===== config.mk =====
export PLATFORM = sky130hd
export DESIGN_NAME = seven_segment_capture
export DESIGN_NICKNAME = d
export VERILOG_FILES = /design/src/rtl/seven_segment_capture.sv
export SDC_FILE = /design/constraint.sdc
export NUM_CORES = 1
export LEC_CHECK = 0
export CAP_MARGIN = 5
export CORE_ASPECT_RATIO = 1.25
export CORE_MARGIN = 5
export CORE_UTILIZATION = 50
export DETAILED_ROUTE_END_ITERATION = 8
export GPL_ROUTABILITY_DRIVEN = 0
export PLACE_DENSITY = 0.74
export SLEW_MARGIN = 15
export SYNTH_ARGS = -nofsm -noshare
export SYNTH_HDL_FRONTEND = slang
export SYNTH_SLANG_ARGS = --single-unit

===== constraint.sdc =====
create_clock -name clk -period 2.09 [get_ports clk]
set_clock_uncertainty 0.15 [all_clocks]
set_input_delay 0.418 -clock clk [delete_from_list [all_inputs] [get_ports clk]]
set_output_delay 0.418 -clock clk [all_outputs]
set_load 0.1 [all_outputs]

===== src/rtl/seven_segment_capture.sv =====
// seven_segment_capture: samples an asynchronous 7-bit segment bus, filters it
// for stability, and decodes each settled glyph back to a BCD digit.
// Optional feature macro: SEVEN_SEG_HEX_DECODE_EN adds the hex glyphs A..F to
// the legal table; without it those glyphs are reported as errors.
//
// state  | meaning
// SETTLE | candidate glyph changed recently, counting identical samples
// LOCKED | candidate held long enough; committed, waiting for next change

module seven_segment_capture #(
  parameter int SYNC_STAGES   = 2,
  parameter int STABLE_CYCLES = 16,
  parameter bit ACTIVE_LOW    = 1'b1
) (
  input  logic       clk,
  input  logic       rst,
  input  logic [6:0] seg_in,
  output logic [3:0] bcd,
  output logic       valid,
  output logic       update,
  output logic       error
);

  localparam int            CW        = $clog2(STABLE_CYCLES);
  localparam logic [CW-1:0] CNT_MAX   = CW'(STABLE_CYCLES - 1);
  localparam logic [6:0]    RAW_BLANK = ACTIVE_LOW ? 7'h7F : 7'h00;

  typedef enum logic {SETTLE, LOCKED} state_t;

  logic [6:0]    sync_q [SYNC_STAGES];
  logic [6:0]    seg_s;
  state_t        state, state_nxt;
  logic [6:0]    cand, cand_nxt;
  logic [6:0]    committed;
  logic [CW-1:0] cnt, cnt_nxt;
  logic          commit;
  logic          dec_legal;
  logic [3:0]    dec_digit;

  // Synchronizer chain for the asynchronous segment bus.
  always_ff @(posedge clk) begin
    if (rst) begin
      for (int i = 0; i < SYNC_STAGES; i++) sync_q[i] <= RAW_BLANK;
    end else begin
      sync_q[0] <= seg_in;
      for (int i = 1; i < SYNC_STAGES; i++) sync_q[i] <= sync_q[i-1];
    end
  end

  // Everything downstream sees lit segments as 1.
  assign seg_s = ACTIVE_LOW ? ~sync_q[SYNC_STAGES-1] : sync_q[SYNC_STAGES-1];

  // FSM state, candidate glyph and stability counter registers.
  always_ff @(posedge clk) begin
    if (rst) begin
      state <= SETTLE;
      cand  <= 7'h00;
      cnt   <= '0;
    end else begin
      state <= state_nxt;
      cand  <= cand_nxt;
      cnt   <= cnt_nxt;
    end
  end

  // Next-state: any change restarts the filter; a full count locks and commits
  // only when the glyph differs from the last committed one.
  always_comb begin
    state_nxt = state;
    cand_nxt  = cand;
    cnt_nxt   = cnt;
    commit    = 1'b0;
    if (seg_s != cand) begin
      cand_nxt  = seg_s;
      cnt_nxt   = '0;
      state_nxt = SETTLE;
    end else if (state == SETTLE) begin
      if (cnt == CNT_MAX) begin
        state_nxt = LOCKED;
        commit    = (cand != committed);
      end else begin
        cnt_nxt = cnt + CW'(1);
      end
    end
  end

  // Glyph decode of the candidate (active-high, g..a).
  always_comb begin
    dec_legal = 1'b1;
    dec_digit = 4'h0;
    case (cand)
      7'h3F: dec_digit = 4'h0;
      7'h06: dec_digit = 4'h1;
      7'h5B: dec_digit = 4'h2;
      7'h4F: dec_digit = 4'h3;
      7'h66: dec_digit = 4'h4;
      7'h6D: dec_digit = 4'h5;
      7'h7D: dec_digit = 4'h6;
      7'h07: dec_digit = 4'h7;
      7'h7F: dec_digit = 4'h8;
      7'h6F: dec_digit = 4'h9;
`ifdef SEVEN_SEG_HEX_DECODE_EN
      7'h77: dec_digit = 4'hA;
      7'h7C: dec_digit = 4'hB;
      7'h39: dec_digit = 4'hC;
      7'h5E: dec_digit = 4'hD;
      7'h79: dec_digit = 4'hE;
      7'h71: dec_digit = 4'hF;
`endif
      default: dec_legal = 1'b0;
    endcase
  end

  // Commit register: outputs change only on a commit edge; pulses last one cycle.
  always_ff @(posedge clk) begin
    if (rst) begin
      committed <= 7'h00;
      bcd       <= 4'h0;
      valid     <= 1'b0;
      update    <= 1'b0;
      error     <= 1'b0;
    end else begin
      update <= 1'b0;
      error  <= 1'b0;
      if (commit) begin
        committed <= cand;
        if (dec_legal) begin
          bcd    <= dec_digit;
          valid  <= 1'b1;
          update <= 1'b1;
        end else if (cand == 7'h00) begin
          valid <= 1'b0;
        end else begin
          valid <= 1'b0;
          error <= 1'b1;
        end
      end
    end
  end

endmodule


# Word level (Yosys, flattened, before mapping)
# Memories as Yosys holds them, arrays and structs flattened.
# Cells that the tools add are included.
[classes] addsub=1 n_eq_ne=13 muxes=14 n_bitwise=6 n_reduce_logical=7
[ops] op="equality test 7 bit, second input constant" count=7
[ops] op="case mux 4 bit (9 select lines)" count=1
[ops] op="equality test 7 x 3 -> 1 bit, second input constant" count=2
[ops] op="2-to-1 mux 7 bit" count=2
[ops] op="inequality test 7 bit" count=2
[ops] op="2-to-1 mux 1 bit" count=11
[ops] op="OR reduction 10 bit" count=1
[ops] op="equality test 7 x 6 -> 1 bit, second input constant" count=1
[ops] op="logical NOT 7 bit" count=1
[ops] op="inverter 7 bit" count=1
[ops] op="adder 4 x 1 -> 4 bit, second input constant" count=1
[ops] op="equality test 4 bit, second input constant" count=1
[ops] op="AND reduction 2 bit" count=2
[ops] op="OR reduction 2 bit" count=2
[ops] op="inverter 1 bit" count=3
[ops] op="OR reduction 3 bit" count=1
[ops] op="OR 1 bit" count=2
[word_totals] register_bits=26 ram_bits=14 input_bits=9 output_inout_bits=7 wordCells=50 mem_count=1
[mem_list] name="sync_q" words=2 width=7 rd=2 rd_clocked_by_memory_dff=0 write_ports=2 line_no="30" text="logic [6:0] sync_q [SYNC_STAGES];"

# Longest topological paths before layout
# Gate-level depths: netlist of run 1.
[depth] word_depth=6 mapped_depth=7

# Worst setup path after synthesis of run 1
# No wires, ideal clock.
[synth_path] kind="register -> register" start="reg cand[2]" end="reg bcd[0]" setup_time_ns=0.133 arrival_ns=1.733 t_required_ns=1.807 slack_ns=0.073 stages_incl_launch_ff=8 path_buffers=2 path_cell_list="dfxtp_1 > buf_4 > xor2_1 > nand4_2 > or4_4 > buf_6 > o311ai_4 > o41ai_2"
[synth_via] elab_chain_len=5 word_cells_on_any_way=19 classes_between="eq/ne (12); mux (5); reduce/logical (2)"
[synth_lines] element="start: declaration" line_no="33" text="logic [6:0] cand, cand_nxt;"
[synth_lines] element="start signal: assignment" line_no="61" text="cand <= cand_nxt;"
[synth_lines] element="inequality test 7 bit" line_no="80" text="commit = (cand != committed);"
[synth_lines] element="2-to-1 mux 1 bit" line_no="78" text="if (cnt == CNT_MAX) begin"
[synth_lines] element="2-to-1 mux 1 bit" line_no="77" text="end else if (state == SETTLE) begin"
[synth_lines] element="2-to-1 mux 1 bit" line_no="73" text="if (seg_s != cand) begin"
[synth_lines] element="AND reduction 2 bit (no line)"
[synth_lines] element="end signal: assignment" line_no="128" text="bcd <= dec_digit;"
[synth_lines] element="end: declaration" line_no="18" text="output logic [3:0] bcd,"
# Several ways; a longest one is shown, not always the timed one.
# A chain may end at the register's enable or synchronous reset.

# Worst setup path after layout of run 1
[layout_path] start="reg cnt[1]" end="reg bcd[0]"
[layout_via] elab_chain_len=5
[layout_lines] element="start: declaration" line_no="35" text="logic [CW-1:0] cnt, cnt_nxt;"
[layout_lines] element="start signal: assignment" line_no="62" text="cnt <= cnt_nxt;"
[layout_lines] element="equality test 4 bit" line_no="78"
[layout_lines] element="2-to-1 mux 1 bit" line_no="78"
[layout_lines] element="2-to-1 mux 1 bit" line_no="77"
[layout_lines] element="2-to-1 mux 1 bit" line_no="73"
[layout_lines] element="AND reduction 2 bit (no line)"
# Every way passes these cells.

==> results.json, run 1 <==
{
  "synthFlopType": "dfxtp_1",
  "p_clk_share_pct": 42.7,
  "worst_slack_ns": -0.0174,
  "cpPeakStageDelay_ns": 0.59,
  "io_buffers": 15,
  "seq_power_share_pct": 50.5,
  "num_rows": 23,
  "critical-path-top-delay-family": "simple AND/OR/NAND/NOR gates",
  "hpwlAfterDp_um": 2350,
  "dieHeight_um": 75.1,
  "yosysSeqAreaShare_pct": 47.3,
  "p_per_area_nw_per_um2": 735,
  "syn-instance-count": 175,
  "drive_gt1_share_pct": 33.0,
  "drt_iter0_drc": 45,
  "vias_per_cell": 5.43,
  "num_vias": 1320,
  "avgSynthCellArea_um2": 9.67,
  "final-instance-count-excl-fill": 243,
  "wl_per_cell_um": 13.6,
  "met2RoutedLength_um": 1680,
  "postLayoutCoreUtil_pct": 65.9,
  "startpoint_type": "flop",
  "start_util_pct": 52.1,
  "grt_max_degree": 19,
  "synth_edf_count": 0,
  "diodes": 0,
  "final_antenna_net_count": 0,
  "clock_sink_count": 40,
  "ir_worst_vdd_uv": 747,
  "grt_pass1_vias": 1274,
  "arrival_ns": 2.12,
  "tritoncts.num_buffers": 5,
  "synth_area_um2": 1690,
  "synthDominantCellAreaShare_pct": 47.3,
  "intPower_mw": 1.26,
  "grt_pass1_wl_um": 5400,
  "final_nets": 215,
  "met3WireLength_um": 183,
  "ff2ff_setup_slack_ns": -0.02,
  "min_period_over_period_pct": 101,
  "routed.top_layer": "met4",
  "worst-setup-path-type": "reg2reg",
  "leakagePower_nw": 0.812,
  "drc": 0,
  "synth.distinct_cells": 41,
  "clk_pin_slew_ns": 0.08,
  "coreArea_um2": 3250,
  "cp_cell_sequence": "ha_4 > nor2b_4 > nand3_2 > or4_4 > buf_4 > o311ai_4 > o41ai_2",
  "drt-met1-wl_um": 1380,
  "synth_top_cell_by_area": "dfxtp_1",
  "place_area_um2": 1910,
  "p_sw_mw": 0.316,
  "worstPathMaxFanout": 4,
  "clockBufferDepth": 2,
  "die_x_um": 62.0,
  "fin_crit_ns": 2.11,
  "final_design_area_no_fill_um2": 2140,
  "clk_latency_ns": 0.29,
  "slew_headroom_pct": 69.3,
  "cts_hold_buf": 0,
  "cp_num_buf_inv": 1,
  "violations": "negative setup slack",
  "place_ws_ns": 0.00156,
  "min-delay-path-class": "reg2reg",
  "tightest_slew_ns": 0.458,
  "ys_ff_latch": 40,
  "drt-pass1-iter-count": 4,
  "synth_area_leaders": "dfxtp_1 47%, or2_2 5.2%, xor2_1 5.2%",
  "timing.fmax_ghz": 0.475,
  "syn_nets": 185,
  "synth_warnings": 0,
  "postSynth.asyncResetShare_pct": 0,
  "place_inst": 229,
  "rsz0062_at_grt": "yes",
  "hold_violations": 0,
  "whs_ns": 0.259,
  "dieArea_um2": 4660,
  "track_usage_pct": 15.7,
  "areaGrowthSynthToFinish_pct": 26.5,
  "drv_slew": 0,
  "status": "finished with violations",
  "cts_root_buf": "clkbuf_8",
  "cts_tree": "done",
  "slowest_stage": "or4_4",
  "htreeDepth": 2,
  "p_comb_share_pct": 6.9,
  "setup_viol": 1,
  "drv_cap": 0,
  "endpoint_kind": "flop",
  "ioPinCount": 16,
  "crit_required_ns": 2.10,
  "wirelength_um": 3310,
  "antenna_found_initial": 0,
  "swShare_pct": 20.1,
  "globalRouteOverflowTotal": 0
}
-- power groups by stage --
stage | combinational, mW | sequential [mW] | clock [mW]
3_5_place_dp | 0.102 | 0.811 | 0
2_1_floorplan | 0.0682 | 0.805 | 0
6_report | 0.108 | 0.794 | 0.672
5_1_grt | 0.119 | 0.797 | 0.709
3_3_place_gp | 0.0980 | 0.810 | 0
4_1_cts | 0.107 | 0.794 | 0.684
-- final timing paths --
path,start,endpoint,cells after the start
worst max-delay path,cnt[1]$_SDFFE_PP0P_,bcd[0]$_SDFFE_PP0P_,7
worst min-delay path,sync_q[0][1]$_SDFF_PP1_,sync_q[0][8]$_SDFF_PP1_,1
worst max register to register,cnt[1]$_SDFFE_PP0P_,bcd[0]$_SDFFE_PP0P_,7
worst min register to register,sync_q[0][1]$_SDFF_PP1_,sync_q[0][8]$_SDFF_PP1_,1
-- cell usage in the layout, fill, tap and decap left out, drive strengths merged, types with 2 or more instances in the layout --
cell type	synthesis	final
o21ai	3	3
a21oi	8	8
a31oi	2	2
dfxtp	40	40
inv	3	3
or3	2	2
nand3	5	5
nand2b	2	2
nand3b	2	2
xnor2	5	5
or4	2	2
nand2	21	21
nor3	4	4
o21a	2	2
nor2	13	13
clkbuf	3	7
or2	14	14
a211oi	2	2
nand4	3	3
clkdlybuf4s50	0	8
xor2	12	12
mux2i	4	4
buf	8	26
nor4	5	5
-- metrics by stage --
step / setup TNS [ns] / power (mW)
6_report: -0.0174 / 1.57
5_1_grt: -0.201 / 1.63
3_3_place_gp: 0 / 0.908
2_1_floorplan: 0 / 0.873
3_5_place_dp: 0 / 0.913
4_1_cts: 0 / 1.59
-- state kept, by name, indices dropped and copies added (netlist names) --
register,flops
update,1
error,1
valid,1
sync_q,14
cand,7
cnt,4
bcd,4
state,1
committed,7
-- what timing repair did --
| action | CTS | global route |
|---|---|---|
| buffers inserted | 4 | 2 |
| endpoints found under the hold margin | 0 | 0 |
| endpoints found under the setup margin | 3 | 6 |
| cloned | 0 | 0 |
| gates resized for setup | 8 | 6 |
| pin swaps | 2 | 4 |
-- cell type report --
type	count	area (um^2)
inverter	3	11.3
clock inverter	1	30.0
multi-input combinational	121	863
sequential	40	807
fill	252	1110
clock buffer	7	96.3
tap	37	46.3
timing repair buffer	34	288
-- per-layer routing --
metal	global-route usage, %	vias up
met3	5.15	13
met4	5.42	0
met2	28.1	36
li1	-	648
met1	16.8	623
met5	0	-
-- cells in the mapped netlist (2+ instances only) --
cell type and number:
nand3b_1 2, nand2_1 21, buf_2 4, buf_6 2
xor2_2 2, clkbuf_1 3, a21oi_1 8, a31oi_1 2
or3_1 2, inv_1 3, o21ai_0 2, buf_4 2
nor4_1 4, nor2_1 13, nor3_1 4, nand4_1 2
mux2i_1 4, nand3_1 5, xor2_1 10, or2_2 14
xnor2_1 5, nand2b_1 2, dfxtp_1 40, o21a_1 2
-- kinds of logic (layout without fill, tap and decap cells) --
logic type                 Yosys count  after routing  share of synthesized area (%)
DFF                                 40             40                           47.3
muxes                                4              4                           2.37
AOI/OAI and AO/OA                   23             23                           11.3
adders and majority gates            1              1                          0.739
and+or+nand+nor                     76             76                           23.9
xor gates and xnor gates            17             17                           9.68
buffers and inverters               14             45                           4.73
No activity file was read; power rests on OpenSTA's default activity.
==> run 2: changes to the inputs <==
CAP_MARGIN = 20   (was 5)
==> results of run 2 <==
The final DEF is identical to that of run 1; final timing and power are the same.
